**config.mk**
```make
export PLATFORM = sky130hd
export DESIGN_NAME = ghost_mover
export DESIGN_NICKNAME = d
export VERILOG_FILES = /design/src/rtl/pacman_pkg.sv /design/src/rtl/ghost_step_timer.sv /design/src/rtl/ghost_mover.sv
export SDC_FILE = /design/constraint.sdc
export NUM_CORES = 1
export LEC_CHECK = 0
export CAP_MARGIN = 25
export CORE_UTILIZATION = 45
export CTS_CLUSTER_SIZE = 10
export DETAILED_ROUTE_END_ITERATION = 10
export PLACE_DENSITY = 0.69
export RECOVER_POWER = 50
export SYNTH_ARGS = -nofsm -noshare
export SYNTH_HDL_FRONTEND = slang
export SYNTH_SLANG_ARGS = --single-unit
```
**constraint.sdc**
```tcl
create_clock -name clk -period 3.5 [get_ports clk]
set_clock_uncertainty 0.05 [all_clocks]
set_input_delay 1.05 -clock clk [delete_from_list [all_inputs] [get_ports clk]]
set_output_delay 1.05 -clock clk [all_outputs]
set_load 0.1 [all_outputs]
```
**src/rtl/pacman_pkg.sv**
```systemverilog
// Shared types and widths for the ghost movement logic.
package pacman_pkg;

    localparam int XW = 10;
    localparam int YW = 9;

    typedef enum logic [1:0] {
        DIR_UP    = 2'd0,
        DIR_DOWN  = 2'd1,
        DIR_RIGHT = 2'd2,
        DIR_LEFT  = 2'd3
    } dir_t;

    typedef enum logic [1:0] {
        HOME   = 2'd0,
        ROAM   = 2'd1,
        FRIGHT = 2'd2,
        EATEN  = 2'd3
    } ghost_state_t;

    // Larger of two sizes, used to size shared counters.
    function automatic int max2(input int a, input int b);
        return (a > b) ? a : b;
    endfunction

endpackage

```
**src/rtl/ghost_step_timer.sv**
```systemverilog
// Tick-driven movement-rate divider. Counts frame ticks while enabled and
// fires step_now on the tick that completes one period of the selected rate.
module ghost_step_timer
    import pacman_pkg::*;
#(
    parameter int ROAM_DIV   = 4,
    parameter int FRIGHT_DIV = 8
) (
    input  logic clk,
    input  logic reset,
    input  logic clear,
    input  logic enable,
    input  logic tick,
    input  logic fright_rate,
    output logic step_now
);
    localparam int DW = $clog2(max2(ROAM_DIV, FRIGHT_DIV) + 1);

    logic [DW-1:0] cnt;
    logic [DW-1:0] last;

    assign last     = fright_rate ? DW'(FRIGHT_DIV - 1) : DW'(ROAM_DIV - 1);
    assign step_now = enable && tick && (cnt == last);

    // Divider count: wraps to zero on the step tick, cleared on mode changes.
    always_ff @(posedge clk) begin
        if (reset || clear)
            cnt <= '0;
        else if (enable && tick)
            cnt <= step_now ? '0 : cnt + DW'(1);
    end

endmodule

```
**src/rtl/ghost_mover.sv**
```systemverilog
// ghost_mover: one ghost's tile position, heading, movement rate and
// behaviour mode, plus collision events against Pac-Man.
// Build option GHOST_WRAP_EN: when defined, moving off a board edge wraps to
// the opposite edge; when undefined, a board edge acts as a wall.
module ghost_mover
    import pacman_pkg::*;
#(
    parameter int WIDTH        = 96,
    parameter int HEIGHT       = 72,
    parameter int X_START      = 46,
    parameter int Y_START      = 28,
    parameter int ROAM_DIV     = 4,
    parameter int FRIGHT_DIV   = 8,
    parameter int FRIGHT_TICKS = 600,
    parameter int HOME_TICKS   = 120
) (
    input  logic          clk,
    input  logic          reset,
    input  logic          e_start,
    input  logic          tick,
    input  logic [1:0]    dir_req,
    input  logic [3:0]    blocked,
    input  logic          power,
    input  logic [XW-1:0] xPac,
    input  logic [YW-1:0] yPac,
    output logic [XW-1:0] xGhost,
    output logic [YW-1:0] yGhost,
    output logic [1:0]    dir_cur,
    output logic          frightened,
    output logic          collide_kill,
    output logic          collide_eaten,
    output logic          step
);
    localparam int TW = $clog2(max2(HOME_TICKS, FRIGHT_TICKS) + 1);

    ghost_state_t  state, state_nxt;
    logic [TW-1:0] timer, timer_nxt;
    dir_t          dir_q, move_dir;
    logic          restart;
    logic          overlap, overlap_q, rise;
    logic          div_clear, go_home, kill_nxt, eaten_nxt;
    logic          step_now, can_move, do_move;
    logic [3:0]    edge_blk, eff_blk;
    logic [XW-1:0] x_mv;
    logic [YW-1:0] y_mv;

    assign restart    = reset | e_start;
    assign overlap    = (xGhost == xPac) && (yGhost == yPac);
    assign rise       = overlap & ~overlap_q;
    assign frightened = (state == FRIGHT);
    assign dir_cur    = dir_q;

`ifdef GHOST_WRAP_EN
    assign edge_blk = 4'b0000;
`else
    // Bit index follows dir_t: {LEFT, RIGHT, DOWN, UP}.
    assign edge_blk = {xGhost == XW'(1), xGhost == XW'(WIDTH),
                       yGhost == YW'(HEIGHT), yGhost == YW'(1)};
`endif
    assign eff_blk = blocked | edge_blk;

    // Mode register.
    always_ff @(posedge clk) begin
        if (restart)
            state <= HOME;
        else
            state <= state_nxt;
    end

    // Mode transitions and timer. Collision beats power, power beats expiry;
    // any mode change also clears the divider and suppresses this tick's step.
    always_comb begin
        state_nxt = state;
        timer_nxt = timer;
        div_clear = 1'b0;
        go_home   = 1'b0;
        kill_nxt  = 1'b0;
        eaten_nxt = 1'b0;
        if (tick && state != ROAM)
            timer_nxt = timer + TW'(1);
        case (state)
            HOME, EATEN: begin
                if (tick && timer == TW'(HOME_TICKS - 1)) begin
                    state_nxt = ROAM;
                    timer_nxt = '0;
                    div_clear = 1'b1;
                end
            end
            ROAM: begin
                kill_nxt = rise;
                if (power) begin
                    state_nxt = FRIGHT;
                    timer_nxt = '0;
                    div_clear = 1'b1;
                end
            end
            FRIGHT: begin
                if (rise) begin
                    state_nxt = EATEN;
                    eaten_nxt = 1'b1;
                    go_home   = 1'b1;
                    timer_nxt = '0;
                    div_clear = 1'b1;
                end else if (power) begin
                    timer_nxt = '0;
                end else if (tick && timer == TW'(FRIGHT_TICKS - 1)) begin
                    state_nxt = ROAM;
                    timer_nxt = '0;
                    div_clear = 1'b1;
                end
            end
            default: ;
        endcase
    end

    // Heading choice: requested direction first, else keep going, else stay.
    always_comb begin
        move_dir = dir_q;
        can_move = 1'b0;
        if (!eff_blk[dir_req]) begin
            move_dir = dir_t'(dir_req);
            can_move = 1'b1;
        end else if (!eff_blk[dir_q]) begin
            can_move = 1'b1;
        end
    end

    // Neighbour tile along move_dir, wrapping so the result stays on-board.
    always_comb begin
        x_mv = xGhost;
        y_mv = yGhost;
        case (move_dir)
            DIR_UP:    y_mv = (yGhost == YW'(1))      ? YW'(HEIGHT) : yGhost - YW'(1);
            DIR_DOWN:  y_mv = (yGhost == YW'(HEIGHT)) ? YW'(1)      : yGhost + YW'(1);
            DIR_RIGHT: x_mv = (xGhost == XW'(WIDTH))  ? XW'(1)      : xGhost + XW'(1);
            DIR_LEFT:  x_mv = (xGhost == XW'(1))      ? XW'(WIDTH)  : xGhost - XW'(1);
            default: ;
        endcase
    end

    ghost_step_timer #(
        .ROAM_DIV   (ROAM_DIV),
        .FRIGHT_DIV (FRIGHT_DIV)
    ) u_step_timer (
        .clk         (clk),
        .reset       (restart),
        .clear       (div_clear),
        .enable      (state == ROAM || state == FRIGHT),
        .tick        (tick),
        .fright_rate (state == FRIGHT),
        .step_now    (step_now)
    );

    assign do_move = step_now & can_move & ~div_clear;

    // Position, heading, timer and registered event pulses.
    always_ff @(posedge clk) begin
        if (restart) begin
            xGhost        <= XW'(X_START);
            yGhost        <= YW'(Y_START);
            dir_q         <= DIR_LEFT;
            timer         <= '0;
            overlap_q     <= 1'b0;
            collide_kill  <= 1'b0;
            collide_eaten <= 1'b0;
            step          <= 1'b0;
        end else begin
            timer         <= timer_nxt;
            overlap_q     <= overlap;
            collide_kill  <= kill_nxt;
            collide_eaten <= eaten_nxt;
            step          <= do_move;
            if (go_home) begin
                xGhost <= XW'(X_START);
                yGhost <= YW'(Y_START);
                dir_q  <= DIR_LEFT;
            end else if (do_move) begin
                xGhost <= x_mv;
                yGhost <= y_mv;
                dir_q  <= move_dir;
            end
        end
    end

endmodule

```
Word-level counts from Yosys, hierarchy flattened
Cells that the tools add are included.
{"block": "word_totals", "regBits": 41, "latchBits": 0, "mem_bits_rw": 0, "rom_bits": 0, "inputBits": 30, "output_inout_bits": 25, "mem_count": 0}
{"block": "classes", "add_sub_neg": 6, "mul": 0, "div_mod_pow": 0, "n_lt_le_gt_ge": 2, "n_eq_ne": 20, "n_shift": 0, "mux": 36, "bitwise_logic": 8, "n_reduce_logical": 18}
{"cell": "2-to-1 mux 10 bit", "count": 8}
{"cell": "one-hot mux 10 bit (3 select lines)", "count": 1}
{"cell": "adder 10 x 1 -> 10 bit, second input constant", "count": 2}
{"cell": "equality test 10 x 7 -> 1 bit, second input constant", "count": 2}
{"cell": "one-hot mux 10 bit (2 select lines)", "count": 1}
{"cell": "2-to-1 mux 9 bit", "count": 2}
{"cell": "one-hot mux 9 bit (2 select lines)", "count": 1}
{"cell": "2-to-1 mux 2 bit", "count": 6}
{"cell": "2-to-1 mux 1 bit", "count": 11}
{"cell": "equality test 10 x 1 -> 1 bit, second input constant", "count": 1}
{"cell": "equality test 10 bit", "count": 1}
{"cell": "equality test 10 bit, second input constant", "count": 1}
{"cell": "subtractor 10 x 1 -> 10 bit, second input constant", "count": 1}
{"cell": "adder 9 x 1 -> 9 bit, second input constant", "count": 1}
{"cell": "equality test 9 x 1 -> 1 bit, second input constant", "count": 1}
{"cell": "equality test 9 x 7 -> 1 bit, second input constant", "count": 1}
{"cell": "equality test 9 bit", "count": 1}
{"cell": "subtractor 9 x 1 -> 9 bit, second input constant", "count": 1}
{"cell": "equality test 2 bit, second input constant", "count": 4}
{"cell": "logical AND 1 bit", "count": 6}
{"cell": "less-than comparator 2 x 3 -> 1 bit, second input constant", "count": 2}
{"cell": "!= test 3 bit, second input constant", "count": 2}
{"cell": "one-hot mux 2 bit (3 select lines)", "count": 1}
{"cell": "OR reduction 2 bit", "count": 3}
{"cell": "18 further kinds", "count": 29}

Longest topological paths before layout
Gate-level depths: netlist of run 1.
{"block": "depth", "ltp_word": 9, "mapped_depth": 10, "depth_no_buf": 9}

Cells and area by module
A second synthesis of run 1 with hierarchy kept.
{"block": "hier_totals", "hier_cells": 396, "area_unflattened_um2": 3081.7}
{"module": "ghost_mover", "instances": 1, "cells_per_inst": 371, "area_per_inst_um2": 2862.7}
{"module": "ghost_step_timer", "instances": 1, "cells_per_inst": 25, "area_per_inst_um2": 219.0}

Worst setup path before layout of run 1
Ideal clock, no wire load.
{"block": "synth_timing", "kind": "register to register", "from": "register yGhost[1]", "to": "register xGhost[3]", "setup_time_ns": 0.120, "arrival_time_ns": 3.341, "slack_ns": -0.010, "stages_incl_launch_ff": 10, "n_path_buf": 0, "period_less_slack_ns": 3.510, "path_cell_list": "dfxtp_1 -> inv_1 -> ha_1 -> nor4b_2 -> a2111o_1 -> a21boi_2 -> a21oi_1 -> o22ai_1 -> a21o_1 -> a211o_1"}
{"block": "synth_via", "elab_chain_cells": 9}
{"element": "start, declared", "line": "ghost_mover.sv:27", "rtl": "output logic [YW-1:0] yGhost,"}
{"element": "start signal, assigned", "line": "ghost_mover.sv:160", "rtl": "yGhost <= YW'(Y_START);"}
{"element": "start signal, assigned", "line": "ghost_mover.sv:175", "rtl": "yGhost <= YW'(Y_START);"}
{"element": "start signal, assigned", "line": "ghost_mover.sv:179", "rtl": "yGhost <= y_mv;"}
{"element": "equality test 9 x 1 -> 1 bit or equality test 9 x 7 -> 1 bit (tied branches)", "line": "ghost_mover.sv:58", "rtl": "yGhost == YW'(HEIGHT), yGhost == YW'(1)};"}
{"element": "OR 4 bit", "line": "ghost_mover.sv:60", "rtl": "assign eff_blk = blocked | edge_blk;"}
{"element": "binary-select mux 1 bit (select 2 bit)", "line": "ghost_mover.sv:123", "rtl": "end else if (!eff_blk[dir_q]) begin"}
{"element": "2-to-1 mux 1 bit (not written as such)", "line": "ghost_mover.sv:123"}
{"element": "2-to-1 mux 1 bit", "line": "ghost_mover.sv:123"}
{"element": "2-to-1 mux 1 bit", "line": "ghost_mover.sv:120", "rtl": "if (!eff_blk[dir_req]) begin"}
{"element": "bitwise AND 1 bit (2 in a row)", "line": "ghost_mover.sv:154", "rtl": "assign do_move = step_now & can_move & ~div_clear;"}
{"element": "AND reduction 2 bit (no source line)"}
{"element": "end signal, assigned", "line": "ghost_mover.sv:159", "rtl": "xGhost <= XW'(X_START);"}
{"element": "end signal, assigned", "line": "ghost_mover.sv:174", "rtl": "xGhost <= XW'(X_START);"}
{"element": "end signal, assigned", "line": "ghost_mover.sv:178", "rtl": "xGhost <= x_mv;"}
{"element": "end, declared", "line": "ghost_mover.sv:26", "rtl": "output logic [XW-1:0] xGhost,"}
Several ways; a longest one is shown, not always the timed one. The select of a mux whose other input is x is not followed.
A chain may end at the register's enable or synchronous reset.

Worst setup path after layout of run 1
{"block": "layout_timing", "from": "input xPac[4]", "to": "register xGhost[8]"}
{"block": "layout_via", "elab_chain_cells": 8}
{"element": "start, declared", "line": "ghost_mover.sv:24", "rtl": "input logic [XW-1:0] xPac,"}
{"element": "equality test 10 bit (*)", "line": "ghost_mover.sv:48", "rtl": "assign overlap = (xGhost == xPac) && (yGhost == yPac);"}
{"element": "logical AND 1 bit (*)", "line": "ghost_mover.sv:48"}
{"element": "bitwise AND 1 bit (*)", "line": "ghost_mover.sv:49", "rtl": "assign rise = overlap & ~overlap_q;"}
{"element": "2-to-1 mux 1 bit", "line": "ghost_mover.sv:98", "rtl": "if (rise) begin"}
{"element": "one-hot mux 1 bit (3 select lines)", "line": "ghost_mover.sv:81", "rtl": "case (state)"}
{"element": "NOT 1 bit", "line": "ghost_mover.sv:154"}
{"element": "bitwise AND 1 bit", "line": "ghost_mover.sv:154"}
{"element": "AND reduction 2 bit (no source line)"}
Mark *: on every way between the ends. The rest lies on a longest branch, timed or not.

==> results.md, run 1 <==
* Outcome: completed
* DIE WIDTH at 87.7 um
* Adder-cell share of the synthesized area at 4.54%
* Dpl cells at 559
* Maximum clock frequency at between 0.3 and 0.4 GHz
* Biggest fanout along the worst timing path at 10
* Synthesized-area fraction occupied by xor and xnor cells at under 10%
* Core ar. at around 7000 um2
* First-pass GRT wire length at about 15 mm
* Number of buffers inserted for hold repair after clock tree synthesis at 0
* Count of antenna-violating nets left after detailed routing at 0
* Final Power at 0.000994 W
* Share of synthesized cell area in and, or, nand and nor gates at between 30 and 40%
* Multiplexer fraction of the synthesized cell area at 3.75%
* Switching Fraction at 24.6%
* Worst Tran Pin Value at between 1000 and 1500 ps
* Topmost layer with routed signal wires: met4
* Class of the most critical setup path: input pin to flop
* Number of placement rows at 30
* Detailed placement HPWL at 7.18 mm
* Number of max-cap violations at 0
* Full die area at 7700 um2
* DRT met1 WL at between 4 and 5 mm
* Warnings from Yosys at 0
* Clock Tree Root: sky130_fd_sc_hd__clkbuf_8
* Routed via count at 3398
* TritonRoute pass-1 iters at 5
* Met3 Wirelength at around 700 um
* Total negative slack at 0 ps
* Global router's overall resource usage at around a quarter
* Number of vias per cell at roughly 6.0
* Final critical-path required period at about 3200 ps
* Data required time at the worst endpoint at roughly 3700 ps
* Largest cells by area after synthesis: sky130_fd_sc_hd__dfxtp_1 25%, sky130_fd_sc_hd__xor2_1 6.6%, sky130_fd_sc_hd__nor2_1 4.8%, sky130_fd_sc_hd__ha_1 4.5%, sky130_fd_sc_hd__nand2_1 3.2%
* Number of clock sinks seen by CTS at 41
* Count of non-filler cells in the finished layout at 567
* Total of endpoints with negative setup slack in the final report at 0
* Slew margin rel. at roughly a fifth
* Combined area of all synthesized cells at between 3000 and 4000 um2
* Kind of end point of the critical path: flop
* Number of CTS-inserted buffers at 5
* Number of instances in the synthesized netlist at ~410
* Final Cycle Share at 91.7%
* Boundary pin count at 55
* Synth Area in Compound Gates at between 20% and 30%
* Combinational cell fraction of total power at 13.5%
* Total number of H-tree levels at 2
* Fin. max-slew vios at 0
* Post-CTS setup repair buffer count at 0
* Post-cts sizing count at 0
* Int Power at 0.000750 W
* Slowest cell delay on critical path at 700 ps
* Sum of overflow across all layers after global routing at 0
* Reported leakage power at roughly 1.4 nW
* Number of synthesized register bits at 41
* R2r startpoint: yGhost[1]
* Startpoint of the worst setup timing path: xPac[4]
* Crit-path most repeated cell: sky130_fd_sc_hd__nor2_1
* I/O Buffers at 54
* Average routed wire per standard cell at about 17 um
* Post-synthesis cell type count at between 70 and 80
* Async SR Flop Fraction at 0%
* Count of routing violations after the opening detailed-route iteration at about 300
* Number of synthesized flops with an enable pin at 0
* RSZ-0062 raised after global routing: no
* Remaining routing DRC violations at 0
* Hold Vio Cnt, Final at 0
* Area Growth Syn to Fin at 20.0%
* Number of global-route vias before repair at approximately 3.2k
* Portion of total power attributed to sequential cells at 47.0%
* Worst min path class: flop to flop
* Total power per unit cell area at between 200 and 300 nW/um2
* Largest voltage drop on the vdd net at 0.140 mV
* Number of antenna violations at the first check in global routing at 0
* Critical Path Source Type: input pin
* Pin count of the biggest net entering global routing at 19
* Synth Net Count at ~450
* Proportion of power drawn by the clock network at 39.4%
* Synth Area per Inst at between 8 and 9 um2
* Hold wc startpoint: overlap_q
* Vertical extent of the die at between 80 and 90 um
* Post-CTS clock slew at the launch and capture registers of the worst setup and hold paths at 80 ps
* Area share of the largest cell type after synthesis at around 25%
* Wirelength, routed at between 9 and 10 mm
* Cells along the critical path: dlygate4sd3_1, xor2_1, nor4_1, nand4_1, clkbuf_1, nor2_1, nor2_1, o31a_1, o211a_1
* Starting density of the core at between 40% and 50%
* Reported net switching power at roughly 0.00024 W
* Gp weighted congestion at around 0.9
* Fraction of layout instances using a drive strength above 1 at 11.7%
* # diodes at 0
* Top_reg_cell synth: sky130_fd_sc_hd__dfxtp_1
* # nets final at roughly 510
* Cell type with the highest aggregate area in the netlist: sky130_fd_sc_hd__dfxtp_1
* Fillers at about 700
* Max Root-Sink Buffers at 2
* Total length of routed met2 wires at 4.46 mm
* Share of the yosys chip area belonging to registers at approximately a quarter
* Data arrival, critical path at between 3000 and 4000 ps
* Critical-path top delay cell: sky130_fd_sc_hd__nor2_1
* Worst skew pair latency at 300 ps
* Dominant combinational cell family by area after synthesis: simple AND/OR/NAND/NOR gates
* TritonCTS clock tree: built
Yosys cell counts, types with 2 or more instances:
cell                        n
sky130_fd_sc_hd__dfxtp_1   41
sky130_fd_sc_hd__inv_1     12
sky130_fd_sc_hd__nor3_1    11
sky130_fd_sc_hd__o21a_1     2
sky130_fd_sc_hd__o21ai_1    3
sky130_fd_sc_hd__nand3_1   18
sky130_fd_sc_hd__nand2b_1   5
sky130_fd_sc_hd__xor2_1    25
sky130_fd_sc_hd__a211oi_1   9
sky130_fd_sc_hd__o32ai_1    3
sky130_fd_sc_hd__and3_1     9
sky130_fd_sc_hd__or3_1      4
sky130_fd_sc_hd__ha_1      12
sky130_fd_sc_hd__o31ai_1   10
sky130_fd_sc_hd__a31oi_1    7
sky130_fd_sc_hd__buf_6      8
sky130_fd_sc_hd__nand3b_1   6
sky130_fd_sc_hd__and2_1     4
sky130_fd_sc_hd__or2_2      2
sky130_fd_sc_hd__a311oi_1   4
sky130_fd_sc_hd__a21oi_1   17
sky130_fd_sc_hd__mux2_2     3
sky130_fd_sc_hd__nand4_1   12
sky130_fd_sc_hd__o211ai_1   4
sky130_fd_sc_hd__nand2_1   28
sky130_fd_sc_hd__nand4b_1   2
sky130_fd_sc_hd__nor4_1     8
sky130_fd_sc_hd__mux2i_1    9
sky130_fd_sc_hd__clkbuf_1   2
sky130_fd_sc_hd__and2b_1    2
sky130_fd_sc_hd__nor3b_1    6
sky130_fd_sc_hd__o31a_1     2
sky130_fd_sc_hd__o22ai_1    2
sky130_fd_sc_hd__and4_1     4
sky130_fd_sc_hd__o21ai_0   10
sky130_fd_sc_hd__nor2_1    42
sky130_fd_sc_hd__a21o_1     4
sky130_fd_sc_hd__xnor2_1    7
sky130_fd_sc_hd__nor2b_1    3
sky130_fd_sc_hd__buf_4      4
sky130_fd_sc_hd__buf_2      6
final timing paths:
check / to / slack (ps) / depth (start not counted)
worst max-delay path: xGhost[8] / 290 / 9
worst min-delay path: collide_kill / 450 / 1
worst max register to register: yGhost[3] / 530 / 9
worst min register to register: collide_kill / 450 / 1
logic make-up (layout without fill, tap and decap cells):
| group | count (synthesis) | count (layout) |
|---|---|---|
| simple gates | 176 | 176 |
| compound gates | 97 | 97 |
| flops | 41 | 41 |
| buf+inv | 35 | 101 |
| xor+xnor | 32 | 32 |
| fa+ha+maj | 12 | 12 |
| mux | 12 | 12 |
critical path: cells and delay by family:
kind / cells / cell delay [ps]
compound gates: 2 / 390
xor+xnor: 1 / 160
buf+inv: 2 / 760
simple gates: 4 / 1050
state kept, by name, summed over array words and instances, names as in the netlist:
signal	flops
step	1
xGhost	10
overlap_q	1
yGhost	9
u_step_timer.cnt	4
timer	10
collide_eaten	1
state	2
collide_kill	1
dir_cur	2
power groups by stage:
| stage | Clock, W | Combinational [W] | Sequential, W |
|---|---|---|---|
| 4_1_cts | 0.000403 | 0.000134 | 0.000467 |
| 6_report | 0.000392 | 0.000135 | 0.000467 |
| 3_5_place_dp | 0 | 0.000133 | 0.000478 |
| 2_1_floorplan | 0 | 0.0000664 | 0.000478 |
| 5_1_grt | 0.000421 | 0.000145 | 0.000468 |
| 3_3_place_gp | 0 | 0.000132 | 0.000478 |
routing by layer:
layer | track usage, % | up-vias
met2 | 42.4 | 137
met4 | 9.24 | 0
met3 | 3.68 | 8
met1 | 33.2 | 1609
met5 | 0 | -
li1 | - | 1644
per-stage QoR:
step	util [%]	setup WS, ps	hold WS (ps)	instance area, um2
finish	57.2	290	447	3970
global route	57.2	129	469	3970
CTS	58.6	378	450	4070
detailed placement	57.0	50.8	433	3960
global placement	57.0	96.3	429	3960
floorplan	-	278	381	3310
cell usage in the layout (no fill, tap or decap), drive strengths merged, types with 13 or more instances in the layout:
cell | netlist | layout
clkdlybuf4s50 | 0 | 28
clkbuf | 4 | 32
dfxtp | 41 | 41
buf | 19 | 26
nor2 | 43 | 43
nand3 | 18 | 18
o21ai | 13 | 13
nand2 | 28 | 28
xor2 | 25 | 25
a21oi | 17 | 17
layout make-up:
class                      count  area [um2]  share of cell area [%]
sequential                    41         822                    20.7
clock inverter                 2        38.8                   0.977
inverter                      12        45.0                    1.13
tap                           96         120                    3.03
timing repair buffer          81         596                    15.0
clock buffer                   6        72.6                    1.83
multi-input combinational    329        2270                    57.3
Power figures use the tool's default switching activity.
==> run 2, diff against run 1 <==
--- a/config.mk
+++ b/config.mk
@@ -6,6 +6,7 @@
 export NUM_CORES = 1
 export LEC_CHECK = 0
 export CAP_MARGIN = 25
+export CORE_MARGIN = 2
 export CORE_UTILIZATION = 45
 export CTS_CLUSTER_SIZE = 10
 export DETAILED_ROUTE_END_ITERATION = 10
==> results.md, run 2 (synthesis gave the netlist of run 1 again) <==
* Vertical extent of the die at 89.7 um (+2.3%)
* Fraction of layout instances using a drive strength above 1 at 10.9% (-0.73 points)
* Total of endpoints with negative setup slack in the final report at 0 (unchanged)
* Reported leakage power at 1.40 nW (-2.1%)
* Remaining routing DRC violations at 0 (unchanged)
* Global router's overall resource usage at 23.0% (-2.4 points)
* Int Power at 0.000688 W (-8.2%)
* Routed via count at 3268 (-3.8%)
* Post-CTS clock slew at the launch and capture registers of the worst setup and hold paths at 80 ps (about the same)
* Reported net switching power at 0.000237 W (-2.8%)
* Count of cells along the worst hold path at 1 (unchanged)
* RSZ-0062 raised after global routing: no
* Total negative slack at 0 ps (unchanged)
* Most used routing layer: met2
* Combinational cell fraction of total power at 13.9% (+0.4 points)
* # nets final at 508 (-0.78%)
* Met1 Track Usage GR at 31.6% (-1.6 points)
* Count of non-filler cells in the finished layout at 565 (-0.35%)
* GR met3 Demand/Resource at 3.35% (-0.32 points)
* Hold Vio Cnt, Final at 0 (unchanged)
* Proportion of power drawn by the clock network at 35.6% (-3.8 points)
* Biggest fanout along the worst timing path at 9 (-1)
* Worst Tran Pin Value at 1190 ps (+7.25 ps)
* Wirelength, routed at 9.34 mm (-1.2%)
* Critical-path top delay cell: sky130_fd_sc_hd__or3b_1
* Number of CTS-inserted buffers at 5 (unchanged)
* Number of clock sinks seen by CTS at 41 (unchanged)
* Worst r2r path cells at 10 (+1)
* Slew margin rel. at 20.9% (-0.48 points)
* Register-to-register path setup slack at 550 ps (+20 ps)
* Fin. max-slew vios at 0 (unchanged)
* Post-CTS setup repair buffer count at 0 (unchanged)
* Number of antenna violations at the first check in global routing at 0 (unchanged)
* Full die area at 8050 um2 (+4.6%)
* Data required time at the worst endpoint at 3690 ps (about the same)
* Final critical-path required period at 3170 ps (-39.5 ps)
* Average routed wire per standard cell at 16.5 um (-0.90%)
* Number of placement rows at 31 (+3.3%)
* Number of max-cap violations at 0 (unchanged)
* Class of the most critical setup path: input pin to flop
* # diodes at 0 (unchanged)
* Outcome: completed
* Worst skew pair latency at 290 ps (about the same)
* Sum of overflow across all layers after global routing at 0 (unchanged)
* Portion of total power attributed to sequential cells at 50.5% (+3.5 points)
* Startpoint of the worst setup timing path: xPac[3]
* Met2 capacity usage during global routing at 37.2% (-5.2 points)
* Largest voltage drop on the vdd net at 0.144 mV (+2.6%)
* Fillers at 718 (+3.9%)
* Biggest registers after layout: timer: 10 flops, xGhost: 10 flops, yGhost: 9 flops
* R2r startpoint: yGhost[1]
* Maximum clock frequency at 0.315 GHz (+1.2%)
* CP top delay family: simple AND/OR/NAND/NOR gates
* Leading cell types in the layout, fill and taps excluded: 42 x sky130_fd_sc_hd__nor2_1, 40 x sky130_fd_sc_hd__dfxtp_1, 29 x sky130_fd_sc_hd__clkdlybuf4s50_1
* Detailed placement HPWL at 7.01 mm (-2.4%)
* Kind of end point of the critical path: flop
* Stages on the worst setup path at 8 (-1)
* Clock Tree Root: sky130_fd_sc_hd__clkbuf_8
* DIE WIDTH at 89.7 um (+2.3%)
* Gp weighted congestion at 0.954 (+5.6%)
* Area Growth Syn to Fin at 18.6%
* First-pass GRT wire length at 15.3 mm (+0.27%)
* Count of routing violations after the opening detailed-route iteration at 256 (-14%)
* Core ar. at 7180 um2 (+3.3%)
* Most common cell after layout, fill and taps aside: sky130_fd_sc_hd__nor2_1
* Number of buffers inserted for hold repair after clock tree synthesis at 0 (unchanged)
* TritonRoute pass-1 iters at 5 (unchanged)
* Max Root-Sink Buffers at 2 (unchanged)
* TritonCTS clock tree: built
* Total number of H-tree levels at 2 (unchanged)
* Pin count of the biggest net entering global routing at 19 (unchanged)
* Number of vias per cell at 5.78 (-3.5%)
* Starting density of the core at 46.1% (-1.5 points)
* Reg2Reg Capture Point: xGhost[3]
* Slowest cell delay on critical path at 430 ps (-270 ps)
* Boundary pin count at 55 (unchanged)
* Switching Fraction at 25.7% (+1.1 points)
* I/O Buffers at 54 (unchanged)
* Count of antenna-violating nets left after detailed routing at 0 (unchanged)
* Final Cycle Share at 90.6% (-1.1 points)
* Worst min path class: flop to flop
* Number of global-route vias before repair at 3093 (-2.8%)
* Combined buffer and inverter count along the critical path at 1 (-1)
* Dpl cells at 558 (-0.18%)
* Worst setup path end: yGhost[8]
* Data arrival, critical path at 3360 ps (-50 ps)
* Critical Path Source Type: input pin
* Total power per unit cell area at 236 nW/um2 (-5.7%)
* Cells along the critical path: clkdlybuf4s50_1, xnor2_1, nand3_1, or3b_1, or3_4, and2_1, a311oi_1, a31o_2
* Post-cts sizing count at 0 (unchanged)
## run 2: how the worst min path moves through the flow
stage,to,slack (ps),startpoint
after detailed placement,collide_kill,430,overlap_q
after CTS,collide_kill,450,overlap_q
after global routing,collide_kill,480,overlap_q
final,collide_kill,440,overlap_q
after global placement,state[1],430,state[1]
after floorplan,collide_kill,380,overlap_q
## run 2: area by class of cell
type | instances | area (um2) | share of cell area [%]
multi-input combinational | 329 | 2270 | 58.0
clock buffer | 6 | 82.6 | 2.11
timing repair buffer | 77 | 566 | 14.4
clock inverter | 1 | 7.51 | 0.191
sequential | 41 | 822 | 21.0
inverter | 12 | 45.0 | 1.15
tap | 99 | 124 | 3.16
## run 2: stage by stage
stage	instance area (um2)	hold slack (ps)	setup WS, ps	util (%)	total power [W]
floorplan	3310	381	278	-	0.000545
finish	3920	440	330	54.6	0.000926
global placement	3930	428	81.8	54.8	0.000605
CTS	4020	449	386	56.0	0.000934
detailed placement	3930	433	75.5	54.8	0.000606
global route	3920	480	161	54.6	0.000960
## run 2: power groups by stage
| stage | Sequential, W | Clock (W) | Combinational, W |
|---|---|---|---|
| 6_report | 0.000467 | 0.000329 | 0.000129 |
| 5_1_grt | 0.000468 | 0.000353 | 0.000140 |
| 4_1_cts | 0.000467 | 0.000339 | 0.000128 |
| 3_5_place_dp | 0.000478 | 0 | 0.000127 |
| 3_3_place_gp | 0.000478 | 0 | 0.000127 |
| 2_1_floorplan | 0.000478 | 0 | 0.0000664 |
## run 2: per-layer routing
layer	vias to the layer above	share of wire, %
met2	116	46
met1	1515	47
met3	10	4.8
met5	-	0
met4	0	1.4
li1	1627	-
==> run 3, diff against run 2 <==
--- a/config.mk
+++ b/config.mk
@@ -5,9 +5,10 @@
 export SDC_FILE = /design/constraint.sdc
 export NUM_CORES = 1
 export LEC_CHECK = 0
-export CAP_MARGIN = 25
+export CAP_MARGIN = 20
 export CORE_MARGIN = 2
 export CORE_UTILIZATION = 45
+export CTS_BUF_LIST = sky130_fd_sc_hd__clkbuf_8
 export CTS_CLUSTER_SIZE = 10
 export DETAILED_ROUTE_END_ITERATION = 10
 export PLACE_DENSITY = 0.69
==> results of run 3 <==
Same layout as run 2: the final DEF is identical, and so are final timing and power.
